$ cat src/rtl/spi_pkg.sv
// Shared types for the SPI slave serial engine: FSM states, SPI mode encoding,
// default word length.
package spi_pkg;

    localparam int SPI_DATA_W = 8;

    typedef enum logic [1:0] {
        IDLE,
        LOAD,
        SHIFT
    } spi_state_e;

    // {cpol, cpha}
    typedef enum logic [1:0] {
        MODE0 = 2'b00,
        MODE1 = 2'b01,
        MODE2 = 2'b10,
        MODE3 = 2'b11
    } spi_mode_e;

endpackage

$ cat src/rtl/spi_sync_edge.sv
// Synchronizes the external SCLK/CS_N/MOSI pins into clk_i and turns SCLK and
// CS_N transitions into single-cycle pulses.
module spi_sync_edge #(
    parameter int SYNC_STAGES = 2
) (
    input  logic clk_i,
    input  logic rstn_i,
    input  logic sclk,
    input  logic cs_n,
    input  logic mosi,
    output logic sclk_rise,
    output logic sclk_fall,
    output logic cs_fall,
    output logic cs_rise,
    output logic mosi_sync
);

    logic [SYNC_STAGES-1:0] sclk_sr, cs_sr, mosi_sr;
    logic                   sclk_prev, cs_prev;

    // MOSI goes through the same depth as SCLK so the sampled bit lines up with the edge pulse.
    always_ff @(posedge clk_i or negedge rstn_i) begin
        if (!rstn_i) begin
            sclk_sr   <= '0;
            cs_sr     <= '1;
            mosi_sr   <= '0;
            sclk_prev <= 1'b0;
            cs_prev   <= 1'b1;
        end else begin
            sclk_sr   <= {sclk_sr[SYNC_STAGES-2:0], sclk};
            cs_sr     <= {cs_sr[SYNC_STAGES-2:0], cs_n};
            mosi_sr   <= {mosi_sr[SYNC_STAGES-2:0], mosi};
            sclk_prev <= sclk_sr[SYNC_STAGES-1];
            cs_prev   <= cs_sr[SYNC_STAGES-1];
        end
    end

    assign sclk_rise = !sclk_prev &  sclk_sr[SYNC_STAGES-1];
    assign sclk_fall =  sclk_prev & !sclk_sr[SYNC_STAGES-1];
    assign cs_fall   =  cs_prev   & !cs_sr[SYNC_STAGES-1];
    assign cs_rise   = !cs_prev   &  cs_sr[SYNC_STAGES-1];
    assign mosi_sync = mosi_sr[SYNC_STAGES-1];

endmodule

$ cat src/rtl/spi_slave_if.sv
// SPI slave serial engine: oversampled SCLK, full-duplex words, valid/ready TX/RX.
// Define SPI_SLAVE_RX_OVERRUN_EN to add rx_rdy_i backpressure and rx_overrun_o.
module spi_slave_if
    import spi_pkg::*;
#(
    parameter int DATA_W      = SPI_DATA_W,
    parameter int SYNC_STAGES = 2
) (
    input  logic              clk_i,
    input  logic              rstn_i,
    input  logic              spi_sclk_i,
    input  logic              spi_cs_n_i,
    input  logic              spi_mosi_i,
    output logic              spi_miso_o,
    output logic              spi_miso_oe_o,
    input  logic              cpol_i,
    input  logic              cpha_i,
    input  logic              lsb_first_i,
    input  logic [DATA_W-1:0] tx_data_i,
    input  logic              tx_vld_i,
    output logic              tx_rdy_o,
    output logic [DATA_W-1:0] rx_data_o,
    output logic              rx_vld_o,
`ifdef SPI_SLAVE_RX_OVERRUN_EN
    input  logic              rx_rdy_i,
    output logic              rx_overrun_o,
`endif
    output logic              busy_o,
    output logic              tx_underrun_o
);

    localparam int CNT_W = $clog2(DATA_W);

    spi_state_e        state, state_nxt;
    spi_mode_e         mode_q;
    logic              lsb_q;
    logic              cpol, cpha;
    logic              sclk_rise, sclk_fall, cs_fall, cs_rise, mosi;
    logic              smp, shf, in_shift, last, word_done, do_load, tx_wr;
    logic [CNT_W-1:0]  bit_cnt;
    logic [DATA_W-1:0] tx_sh, rx_sh, rx_nxt, hold;
    logic              hold_full, load_pend, under_pend, drive;

    spi_sync_edge #(.SYNC_STAGES(SYNC_STAGES)) u_sync (
        .clk_i     (clk_i),
        .rstn_i    (rstn_i),
        .sclk      (spi_sclk_i),
        .cs_n      (spi_cs_n_i),
        .mosi      (spi_mosi_i),
        .sclk_rise (sclk_rise),
        .sclk_fall (sclk_fall),
        .cs_fall   (cs_fall),
        .cs_rise   (cs_rise),
        .mosi_sync (mosi)
    );

    assign cpol = mode_q[1];
    assign cpha = mode_q[0];

    // Leading edge leaves the idle level; CPHA picks which edge samples.
    assign smp = cpha ? (cpol ? sclk_rise : sclk_fall) : (cpol ? sclk_fall : sclk_rise);
    assign shf = cpha ? (cpol ? sclk_fall : sclk_rise) : (cpol ? sclk_rise : sclk_fall);

    assign in_shift  = (state == SHIFT) && !cs_rise;
    assign last      = (bit_cnt == CNT_W'(DATA_W-1));
    assign word_done = in_shift && smp && last;
    assign do_load   = ((state == LOAD) && !cs_rise) || (word_done && !cpha) ||
                       (in_shift && shf && load_pend);
    assign tx_wr     = tx_vld_i && tx_rdy_o;
    assign rx_nxt    = lsb_q ? {mosi, rx_sh[DATA_W-1:1]} : {rx_sh[DATA_W-2:0], mosi};

    always_ff @(posedge clk_i or negedge rstn_i) begin
        if (!rstn_i) state <= IDLE;
        else         state <= state_nxt;
    end

    always_comb begin
        state_nxt = state;
        case (state)
            IDLE:    if (cs_fall) state_nxt = LOAD;
            LOAD:    state_nxt = cs_rise ? IDLE : SHIFT;
            SHIFT:   if (cs_rise) state_nxt = IDLE;
            default: state_nxt = IDLE;
        endcase
    end

    always_ff @(posedge clk_i or negedge rstn_i) begin
        if (!rstn_i) begin
            mode_q        <= MODE0;
            lsb_q         <= 1'b0;
            bit_cnt       <= '0;
            tx_sh         <= '0;
            rx_sh         <= '0;
            hold          <= '0;
            hold_full     <= 1'b0;
            load_pend     <= 1'b0;
            under_pend    <= 1'b0;
            drive         <= 1'b0;
            rx_data_o     <= '0;
            rx_vld_o      <= 1'b0;
            tx_underrun_o <= 1'b0;
`ifdef SPI_SLAVE_RX_OVERRUN_EN
            rx_overrun_o  <= 1'b0;
`endif
        end else begin
            tx_underrun_o <= 1'b0;
`ifdef SPI_SLAVE_RX_OVERRUN_EN
            rx_overrun_o  <= word_done && rx_vld_o && !rx_rdy_i;
            if (word_done)     rx_vld_o <= 1'b1;
            else if (rx_rdy_i) rx_vld_o <= 1'b0;
`else
            rx_vld_o      <= word_done;
`endif
            if (state == IDLE && cs_fall) begin
                mode_q <= spi_mode_e'({cpol_i, cpha_i});
                lsb_q  <= lsb_first_i;
            end
            if (tx_wr) begin
                hold      <= tx_data_i;
                hold_full <= 1'b1;
            end
            if (in_shift && smp) begin
                rx_sh   <= rx_nxt;
                bit_cnt <= last ? '0 : bit_cnt + 1'b1;
                if (last) begin
                    rx_data_o <= rx_nxt;
                    load_pend <= cpha;
                end
                if (under_pend) begin
                    tx_underrun_o <= 1'b1;
                    under_pend    <= 1'b0;
                end
            end
            if (in_shift && shf && !load_pend) begin
                if (bit_cnt != '0)
                    tx_sh <= lsb_q ? {1'b0, tx_sh[DATA_W-1:1]} : {tx_sh[DATA_W-2:0], 1'b0};
                drive <= 1'b1;
            end
            if (do_load) begin
                tx_sh     <= hold_full ? hold : '0;
                hold_full <= tx_wr;
                load_pend <= 1'b0;
                drive     <= (state == SHIFT) || !cpha;
                // A CPHA=0 reload precedes any commitment to another word, so its
                // underrun is reported only once that word's first bit is sampled.
                if (!hold_full) begin
                    if (state == SHIFT && !cpha) under_pend    <= 1'b1;
                    else                         tx_underrun_o <= 1'b1;
                end
            end
            if (state != IDLE && cs_rise) begin
                bit_cnt    <= '0;
                tx_sh      <= '0;
                rx_sh      <= '0;
                load_pend  <= 1'b0;
                under_pend <= 1'b0;
                drive      <= 1'b0;
            end
        end
    end

    assign tx_rdy_o      = !hold_full;
    assign busy_o        = (state != IDLE);
    assign spi_miso_oe_o = busy_o;
    assign spi_miso_o    = busy_o && drive && (lsb_q ? tx_sh[0] : tx_sh[DATA_W-1]);

endmodule

$ cat config.mk
export PLATFORM = sky130hd
export DESIGN_NAME = spi_slave_if
export DESIGN_NICKNAME = d
export VERILOG_FILES = /design/src/rtl/spi_pkg.sv /design/src/rtl/spi_sync_edge.sv /design/src/rtl/spi_slave_if.sv
export SDC_FILE = /design/constraint.sdc
export NUM_CORES = 1
export LEC_CHECK = 0
export CAP_MARGIN = 20
export CORE_UTILIZATION = 50
export DETAILED_ROUTE_END_ITERATION = 16
export HOLD_SLACK_MARGIN = 0.1
export PLACE_DENSITY = 0.74
export SLEW_MARGIN = 20
export SYNTH_ARGS = -nofsm -noshare
export SYNTH_HDL_FRONTEND = slang
export SYNTH_SLANG_ARGS = --single-unit
$ cat constraint.sdc
create_clock -name clk_i -period 1.85 [get_ports clk_i]
set_clock_uncertainty 0.1 [all_clocks]
set_input_delay 0.555 -clock clk_i [delete_from_list [all_inputs] [get_ports clk_i]]
set_output_delay 0.555 -clock clk_i [all_outputs]
set_load 0.1 [all_outputs]
==> summary.md, run 1 <==
| Metric | Value |
|---|---|
| Cell Int Power | `2508 µW` |
| Post-synthesis register bit count | `54` |
| Iter 0 DRT Violations | `~170` |
| Setup crit end kind | `primary output` |
| DR vias | `1842` |
| RSZ-0062 raised after global routing | `true` |
| Number of clock buffers inserted by TritonCTS | `5` |
| Most frequent cell after synthesis | `dfrtp_1` |
| Area of the core | `4817 µm²` |
| Post-detailed-placement half-perimeter wirelength | `3.389 mm` |
| Final hold vios | `0` |
| DR WL/cell | `14.67 µm` |
| IO Port Bufs | `30` |
| Initial antenna violation count | `0` |
| Synth area leaders | `dfrtp_1 50%, mux2i_1 9.5%, mux2_2 5.3%` |
| Die W | `73.24 µm` |
| Max transition margin | `75.15%` |
| Vias in the first global route | `between 1500 and 2000` |
| Share of the synthesized area in the top cell type | `between 50 and 60%` |
| Dpl cells | `330` |
| GP Congestion | `0.9466` |
| Final period util | `108.1%` |
| CP startpoint kind | `flip-flop` |
| Initial core utilization | `52.68%` |
| Max frequency | `500.2 MHz` |
| Synth area leader | `dfrtp_1` |
| Clock power share | `21.8%` |
| EDFF count, synth | `0` |
| Clk Latency, worst-skew pair | `between 300 and 400 ps` |
| Most used DFF post-synth | `dfrtp_1` |
| Post-Route WL | `5.179 mm` |
| Crit path DAT | `1340 ps` |
| IO Count | `31` |
| Combinational power share | `37.6%` |
| GRT overflow | `0` |
| Worst vdd ir | `0.0006140 V` |
| Max-slew violation count | `0` |
| Area growth from synthesis to layout | `39.35%` |
| CTS tree | `yes` |
| Worst Path Required | `1190 ps` |
| P_leak | `around 0.0016 µW` |
| Cells after Synth | `around 220` |
| First-pass GRT wire length | `8.721 mm` |
| Max-cap check violation count | `0` |
| H-Tree Depth | `2` |
| Synthesized area per cell | `between 10 and 15 µm²` |
| Largest net degree at the start of global routing | `42` |
| Crit-path max FO | `3` |
| Critical path class | `reg2out` |
| Sequential fraction of the synthesis area | `53.40%` |
| Die height | `73.24 µm` |
| Clock buffer depth | `2` |
| Mapped cell area | `2537 µm²` |
| Unique cell type count in the Yosys netlist | `40` |
| Hold/Removal Path Class | `reg2reg` |
| Clock-pin slew on the worst setup and hold paths | `100 ps` |
| Synth top cells by count | `51 x dfrtp_1, 24 x mux2i_1, 22 x o21ai_0` |
| Die area | `5364 µm²` |
| Layout net count | `305` |
| Antenna cell count | `0` |
| Setup TNS Final | `-1350 ps` |
| Status | `finished with violations` |
| GRT Overall Usage | `21.65%` |
| Pre-antenna DRT Iters | `4` |
| Share of cells above drive strength 1 | `35.66%` |
| Synth async-reset ratio | `between 90% and 100%` |
| Post-DR vias/cell | `5.218` |
| Yosys warning count | `0` |
| Psw | `1263 µW` |
| Worst-Margin Slew | `371.1 ps` |
| Pwr Density | `1066 nW/µm²` |
| Row cnt | `25` |
| Sequential power share | `40.6%` |
| # setup viols final | `13` |
| Synthesized Nets | `242` |
| Number of routed nets with antenna violations | `0` |
| Fin area | `3536 µm²` |
| Sw Share | `33.49%` |
| Fin crit period | `1999 ps` |
| CTS root buf | `clkbuf_8` |
| Non-Filler Instances | `353` |
| Final setup margin | `-149.3 ps` |
| Failing checks | `negative setup slack` |
| Fillers | `330` |
| DR DRC count | `0` |
| Area after DPL | `between 3000 and 4000 µm²` |
| Sink Count | `54` |
[per-stage QoR]
stage / power [µW] / hold WS (ps) / utilization (%) / setup slack (ps)
global placement: 2769 / 239.2 / 66.18 / -68.49
finish: 3770 / 257.3 / 73.40 / -149.3
global route: 3957 / 265.5 / 73.40 / -227.8
CTS: 3700 / 260.2 / 71.82 / -157.8
detailed placement: 2796 / 237.1 / 66.18 / -113.5
floorplan: 2410 / 159.4 / - / -7.226
[path summary, 6_finish.rpt]
check                           depth (start not counted)              start                 to  slack, ps
worst max-delay path                                    3           state[0]         spi_miso_o       -150
worst min-delay path                                    0  u_sync.sclk_sr[0]  u_sync.sclk_sr[1]        260
worst max register to register                          7          mode_q[0]           tx_sh[2]       -130
worst min register to register                          0  u_sync.sclk_sr[0]  u_sync.sclk_sr[1]        260
max in group asynchronous                               3             rstn_i            hold[7]        540
min in group asynchronous                               2             rstn_i  u_sync.sclk_sr[1]        570
[cells by family (layout without fill, tap and decap cells)]
logic type               count (synthesis)  count (layout)  share of synthesized area, %
buffers and inverters                   21              85                         4.734
AO/OA/AOI/OAI                           45              45                         12.43
AND/OR/NAND/NOR                         61              61                         11.93
flip-flops                              54              54                         53.40
multiplexers                            37              37                         15.38
XOR/XNOR                                 1               1                        0.6412
adder cells (fa/ha/maj)                  3               3                         1.479
[what timing repair did]
action | CTS | global route
hold buffers | 1 | 0
buffers inserted | 10 | 3
gates resized for setup | 13 | 18
pin swaps | 8 | 7
hold endpoints to repair | 10 | 0
gates cloned | 1 | 0
setup endpoints to repair | 12 | 25
[registers in the layout, indices dropped and copies added (netlist names), 3 cells and up]
register	count
bit_cnt	3
rx_sh	8
tx_sh	8
rx_data_o	8
hold	8
[final cells by class]
cell class              instances  area [µm²]  share of cell area (%)
repair buffers                 70       803.3                   22.72
multi-input cells             147        1150                   32.52
flip-flops and latches         54        1356                   38.36
clock inverters                 3       47.55                   1.345
well taps                      67       83.83                   2.371
inverters                       7       26.28                  0.7431
clock buffers                   5       68.82                   1.946
[power by group through the flow]
| stage | clock network, µW | logic, µW | registers [µW] |
|---|---|---|---|
| finish | 822 | 1420 | 1530 |
| global route | 880 | 1520 | 1550 |
| CTS | 838 | 1340 | 1530 |
| detailed placement | 0 | 1240 | 1550 |
| global placement | 0 | 1230 | 1540 |
| floorplan | 0 | 885 | 1530 |
[layout by cell type, fill, tap and decap left out, types with 2 or more instances in the layout]
cell              n
mux2i_2           3
inv_1             7
mux2i_1          21
nor3b_2           2
and2b_2           2
o21ai_0          17
nand3_1          12
buf_12           16
o21a_1            2
o21ai_1           4
mux2_2           11
clkdlybuf4s50_1  15
clkbuf_8          5
nand2_1          19
buf_6             6
nor2_1           10
buf_4            30
a22o_1            8
dfrtp_1          50
nand2b_1          4
nor2b_1           2
dfstp_2           3
nand3_2           2
mux2_4            2
a21oi_1           2
[metal layers]
| layer | GRT usage, % | vias up | wire length (µm) |
|---|---|---|---|
| met4 | 8.279 | 0 | 73 |
| met2 | 34.16 | 28 | 2566 |
| met5 | 0 | - | 0 |
| met1 | 30.03 | 903 | 2440 |
| li1 | - | 904 | - |
| met3 | 3.453 | 7 | 99 |
[worst max-delay path: stages (launching register included)]
cell	delay [ps]
dfrtp_1	420
or2_4	280
and3_4	190
buf_12	160
Note: power is estimated with default switching activity, not from simulation.
==> run 2: changes to the inputs <==
- CTS_BUF_LIST: not set -> sky130_fd_sc_hd__clkbuf_8
- SYNTH_HIERARCHICAL: not set -> 1
==> run 2 against run 1 <==
Critical endpoint is now tx_sh[4]. Clock-buffer cell count did not move. First-iteration DRC count is 8.8% higher. Die area is 1.5% higher. Wire length up 17%. Critical path type is now reg2reg. Core utilization is 3.3 points higher. The run still ends with negative setup slack left.
==> summary.md, run 2 <==
| Metric | Value |
|---|---|
| Multi-input gate area | `1310 µm²` |
| Yosys warning count | `6` |
| Max frequency | `494.2 MHz` |
| Initial antenna violation count | `0` |
| Post-layout util | `76.72%` |
| Most used DFF post-synth | `dfrtp_1` |
| Clock-pin slew on the worst setup and hold paths | `100 ps` |
| Pre-antenna DRT Iters | `4` |
| Crit path cell chain | `and2b_2, mux2_4, a31oi_4, a21boi_4, nand2_1, a32o_1` |
| Number of routed nets with antenna violations | `0` |
| Pre-CTS setup slack | `-227.9 ps` |
| Failing checks | `negative setup slack` |
| H-Tree Depth | `2` |
| Worst-Margin Slew | `370.0 ps` |
| Synthesized Nets | `223` |
| Die W | `73.78 µm` |
| Worst vdd ir | `0.0008637 V` |
| Crit path DAT | `approximately 2100 ps` |
| Post-detailed-placement half-perimeter wirelength | `3.512 mm` |
| Most frequent cell after synthesis | `dfrtp_1` |
| Critical path class | `reg2reg` |
| Critical path's largest stage delay | `400 ps` |
| Critical-path top delay cell | `dfrtp_1` |
| Worst Path Required | `1950 ps` |
| Antenna cell count | `0` |
| CTS root buf | `clkbuf_8` |
| Hold/Removal Path Class | `in2async` |
| CP startpoint kind | `flip-flop` |
| Synth async-reset ratio | `100.0%` |
| Vias in the first global route | `1893` |
| GRT Overall Usage | `24.42%` |
| Max-slew violation count | `0` |
| Commonest non-fill, non-tap cells in the layout | `50 x dfrtp_1, 25 x buf_4, 17 x mux2_2, 17 x buf_12, 15 x clkdlybuf4s50_1` |
| GP Congestion | `about 0.82` |
| Post-DR vias/cell | `5.541` |
| # setup viols final | `34` |
| Sink Count | `54` |
| GRT overflow | `0` |
| Iter 0 DRT Violations | `186` |
| Final period util | `109.4%` |
| Synth top cells by count | `51 x dfrtp_1, 19 x mux2_2, 14 x nand2_1` |
| Post-Route WL | `6.049 mm` |
| DR WL/cell | `17.90 µm` |
| Clk Latency, worst-skew pair | `310 ps` |
| CTS tree | `yes` |
| Setup crit end kind | `flip-flop` |
| P_leak | `0.001733 µW` |
| Share of cells above drive strength 1 | `47.60%` |
| DR vias | `1873` |
| Unique cell type count in the Yosys netlist | `between 40 and 50` |
| Area after DPL | `between 3000 and 4000 µm²` |
| Crit-path max FO | `8` |
| Sequential cell area | `1356 µm²` |
| Clock buffer depth | `2` |
| Area growth from synthesis to layout | `44.39%` |
| Fin area | `approximately 3700 µm²` |
| Max-cap check violation count | `0` |
| Synth area leaders | `dfrtp_1 50%, mux2_2 8.3%, mux2i_1 5.1%` |
| Status | `finished with violations` |
| Layout net count | `290` |
| Final hold vios | `0` |
| First-pass GRT wire length | `9.618 mm` |
| Initial core utilization | `53.14%` |
| Pwr Density | `1061 nW/µm²` |
| EDFF count, synth | `0` |
| CP bufs+invs | `0` |
| IO Port Bufs | `30` |
| Fin crit period | `2024 ps` |
| Cells after Synth | `~200` |
| Largest net degree at the start of global routing | `31` |
| Synthesized area per cell | `12.69 µm²` |
| Area of the core | `around 4800 µm²` |
| Top delay family on crit path | `compound AO/OA/AOI/OAI gates` |
| Synth area leader | `dfrtp_1` |
| Worst-case hold slack | `115.3 ps` |
| Fillers | `288` |
| Max transition margin | `75.24%` |
| RSZ-0062 raised after global routing | `true` |
| Final setup margin | `-173.6 ps` |
| DR DRC count | `0` |
| Sequential fraction of the synthesis area | `52.60%` |
| Mapped cell area | `2576 µm²` |
| Share of the synthesized area in the top cell type | `49.54%` |
| IO Count | `31` |
| Die area | `around 5400 µm²` |
| Die height | `73.78 µm` |
| Row cnt | `25` |
| Post-synthesis register bit count | `54` |
| Commonest non-fill, non-tap cell in the layout | `dfrtp_1` |
| Number of clock buffers inserted by TritonCTS | `5` |
==> run 2: cell types whose count changed in the layout (fill, tap and decap cells not counted), moves of 7 or more <==
cell,delta
nor2_1,-7
mux2_4,+12
nand2_1,-8
mux2i_1,-8
o21ai_0,-17
nand3_1,-11
a32o_1,+7
==> run 2: cell families (layout without fill, tap and decap cells) <==
| family | after synthesis | after routing | synth area share, % |
|---|---|---|---|
| compound gates | 33 | 34 | 10.73 |
| xor+xnor | 1 | 1 | 0.6315 |
| buf+inv | 20 | 86 | 3.691 |
| flops | 54 | 54 | 52.60 |
| mux | 45 | 45 | 20.01 |
| simple gates | 47 | 48 | 10.88 |
| fa+ha+maj | 3 | 3 | 1.457 |
==> run 2: stage by stage <==
step                TNS [ps]  total power [µW]  instances
global placement       -3215              2882        312
global route           -4876              4110        338
finish                 -3358              3948        338
floorplan              -1147              2473        203
CTS                    -2484              3851        336
detailed placement     -4606              2923        312
==> run 2: worst paths after layout <==
kind,cells past startpoint,endpoint,slack [ps],startpoint
hold / removal,2,state[1],120,rstn_i
hold reg to reg,0,u_sync/sclk_sr[1],260,u_sync/sclk_sr[0]
max in group asynchronous,2,u_sync/cs_prev,1290,rstn_i
setup / recovery,6,tx_sh[4],-170,u_sync/sclk_sr[1]
setup reg to reg,6,tx_sh[4],-170,u_sync/sclk_sr[1]
min in group clk_i,0,u_sync/sclk_sr[1],260,u_sync/sclk_sr[0]
==> run 2: where the power goes <==
| part | switching, µW | leakage [µW] | internal (µW) |
|---|---|---|---|
| Clock | 401 | 0.0000579 | 399 |
| Sequential | 199 | 0.000695 | 1430 |
| Combinational | 758 | 0.000980 | 763 |
==> run 2: area by class of cell <==
cell class | count | share of cell area (%)
multi-input cells | 131 | 35.22
inverters | 10 | 1.110
flip-flops and latches | 54 | 36.46
well taps | 67 | 2.254
clock buffers | 5 | 1.850
clock inverters | 3 | 1.076
repair buffers | 68 | 22.03
==> run 2: layer usage <==
metal	GRT usage, %	vias up	routed length (µm)
met5	0	-	0
met4	12.39	0	178
met3	5.624	15	275
met2	38.94	59	3046
met1	31.15	946	2549
li1	-	853	-
==> run 2: what timing repair did <==
action | CTS | global route
hold buffers | 0 | 0
cloned | 3 | 0
gates resized for setup | 29 | 16
pin swaps | 15 | 7
buffers inserted | 13 | 2
endpoints found under the setup margin | 34 | 35
==> run 3: changes to the inputs <==
- CTS_CLUSTER_DIAMETER: not set -> 150
- REMOVE_ABC_BUFFERS: not set -> 1
==> run 3 against run 2 <==
The flow still finishes with violations (negative setup slack). Global-route usage fell by 1.8 points. Fmax is 0.36% lower. Power is 4.7% lower. Setup slack lost 7.4 ps. Core utilization is 2.0 points lower. Critical path type unchanged.
==> summary.md, run 3 (synthesized netlist as in run 2, its figures left out) <==
| Metric | Value |
|---|---|
| Status | `finished with violations` |
| Failing checks | `negative setup slack` |
| Final setup margin | `-181.0 ps` |
| Clock buffer depth | `2` |
| IO Port Bufs | `30` |
| Die height | `73.78 µm` |
| Crit-path max FO | `16` |
| Max-cap check violation count | `0` |
| Commonest non-fill, non-tap cells in the layout | `48 x dfrtp_1, 24 x buf_4, 18 x buf_12` |
| RSZ-0062 raised after global routing | `true` |
| Tot Pwr | `3763 µW` |
| Row cnt | `25` |
| WHS Endpoint | `u_sync/sclk_sr[1]` |
| Sink Count | `54` |
| Fin area | `3623 µm²` |
| CTS tree | `yes` |
| GRT Overall Usage | `22.62%` |
| Post-Route WL | `5.574 mm` |
| Max transition margin | `74.99%` |
| Iter 0 DRT Violations | `158` |
| Vias in the first global route | `~1800` |
| Multi-input gate area | `1267 µm²` |
| Area of the core | `4848 µm²` |
| IO Count | `31` |
| Commonest non-fill, non-tap cell in the layout | `dfrtp_1` |
| Final hold vios | `0` |
| Pre-antenna DRT Iters | `4` |
| R2r endpoint | `tx_sh[4]` |
| Fillers | `306` |
| Critical path class | `reg2reg` |
| DR DRC count | `0` |
| Setup crit end kind | `flip-flop` |
| Number of routed nets with antenna violations | `0` |
| CTS root buf | `clkbuf_8` |
| Area after DPL | `3221 µm²` |
| Clock-pin slew on the worst setup and hold paths | `approximately 90 ps` |
| Antenna cell count | `0` |
| Die W | `73.78 µm` |
| Initial antenna violation count | `0` |
| Initial core utilization | `between 50% and 60%` |
| Crit path cell chain | `xnor2_2, mux2i_2, a21boi_4, buf_12, a211o_1, a32o_1` |
| H-Tree Depth | `2` |
| Crit path DAT | `around 2100 ps` |
| Clk Latency, worst-skew pair | `310 ps` |
| Fin crit period | `2031 ps` |
| Die area | `5443 µm²` |
| Reg2Reg Setup Slack | `-180 ps` |
| Area growth from synthesis to layout | `40.65%` |
| CP bufs+invs | `1` |
| Hold/Removal Path Class | `reg2reg` |
| Worst-Margin Slew | `375.1 ps` |
| HP Start | `u_sync/sclk_sr[0]` |
| GRT overflow | `0` |
| Number of clock buffers inserted by TritonCTS | `5` |
| Layout net count | `286` |
| Worst vdd ir | `0.0006064 V` |
| Post-detailed-placement half-perimeter wirelength | `3.614 mm` |
| Top delay family on crit path | `compound AO/OA/AOI/OAI gates` |
| Sequential cell area | `1359 µm²` |
| Max frequency | `just under 500 MHz` |
| Max-slew violation count | `0` |
| First-pass GRT wire length | `9.032 mm` |
| Worst flop-to-flop path startpoint | `mode_q[1]` |
| Share of cells above drive strength 1 | `between 40% and 50%` |
| Critical path's largest stage delay | `430 ps` |
| Critical-path top delay cell | `dfrtp_1` |
| # setup viols final | `34` |
| Pwr Density | `1038 nW/µm²` |
| DR WL/cell | `between 15 and 20 µm` |
| Worst Path Required | `slightly below 2000 ps` |
| Post-DR vias/cell | `between 5 and 6` |
| Reg2Reg Depth | `6` |
| P_leak | `0.001688 µW` |
| CP startpoint kind | `flip-flop` |
| DR vias | `1767` |
| Final period util | `109.8%` |
| GP Congestion | `0.8126` |
| Largest net degree at the start of global routing | `45` |
| Hold path depth | `0` |
run 3: changes by cell type in the layout (fill, tap and decap cells not counted), moves of 2 or more:
cell / previous run / this run
dfrtp_2: 1 / 3
buf_8: 2 / 0
nand2_1: 11 / 13
nand2_2: 3 / 1
dfrtp_1: 50 / 48
clkinv_2: 2 / 0
run 3: layout make-up:
cell class	instances	share of cell area [%]
clock buffer	6	2.279
tap	67	2.314
timing repair buffer	65	21.34
sequential	54	37.50
multi-input combinational	130	34.98
clock inverter	2	0.4489
inverter	10	1.140
run 3: per-stage QoR:
step                hold slack [ps]  util (%)  worst slack (ps)  TNS (ps)  std cells
floorplan                     159.4         -            -976.3    -11160        193
global placement              241.4     66.43            -179.0     -3739        311
detailed placement            239.7     66.43            -228.2     -4798        311
CTS                           264.8     72.95            -173.8     -3429        331
global route                  279.4     74.74            -263.6     -6156        334
finish                        268.3     74.74            -181.0     -4228        334
run 3: repair_timing:
item                       CTS  global route
setup buffers               11             3
pin swaps                   10             1
hold buffers                 1             0
setup endpoints to repair   35            35
gates cloned                 1             0
hold endpoints to repair    10             0
resized for setup           28            12
run 3: power breakdown:
group / internal, µW / leakage, µW / switching [µW]
clock: 309 / 0.0000478 / 388
sequential: 1430 / 0.000692 / 208
combinational: 727 / 0.000948 / 700
run 3: worst reg2reg max path: cells and delay by family, from the launching register on:
| family | cells | cell delay (ps) |
|---|---|---|
| multiplexers | 1 | 370 |
| flip-flops | 1 | 430 |
| AO/OA/AOI/OAI | 3 | 600 |
| XOR/XNOR | 1 | 270 |
| buffers and inverters | 1 | 160 |
run 3: worst max path at each step:
stage | from | end | slack (ps) | cells past startpoint
2_1_floorplan | state[1] | spi_miso_o | -980 | 2
3_3_place_gp | mode_q[0] | rx_sh[6] | -180 | 5
3_5_place_dp | mode_q[0] | rx_sh[3] | -230 | 5
4_1_cts | lsb_q | spi_miso_o | -170 | 3
5_1_grt | state[0] | tx_sh[1] | -260 | 9
6_report | mode_q[1] | tx_sh[4] | -180 | 6
run 3: per-layer routing:
metal | share of wire (%) | GRT usage, % | vias to the layer above
met1 | 46 | 31.89 | 869
met3 | 3.2 | 4.115 | 7
met5 | 0 | 0 | -
met2 | 49 | 35.27 | 43
li1 | - | - | 848
met4 | 1.3 | 7.692 | 0
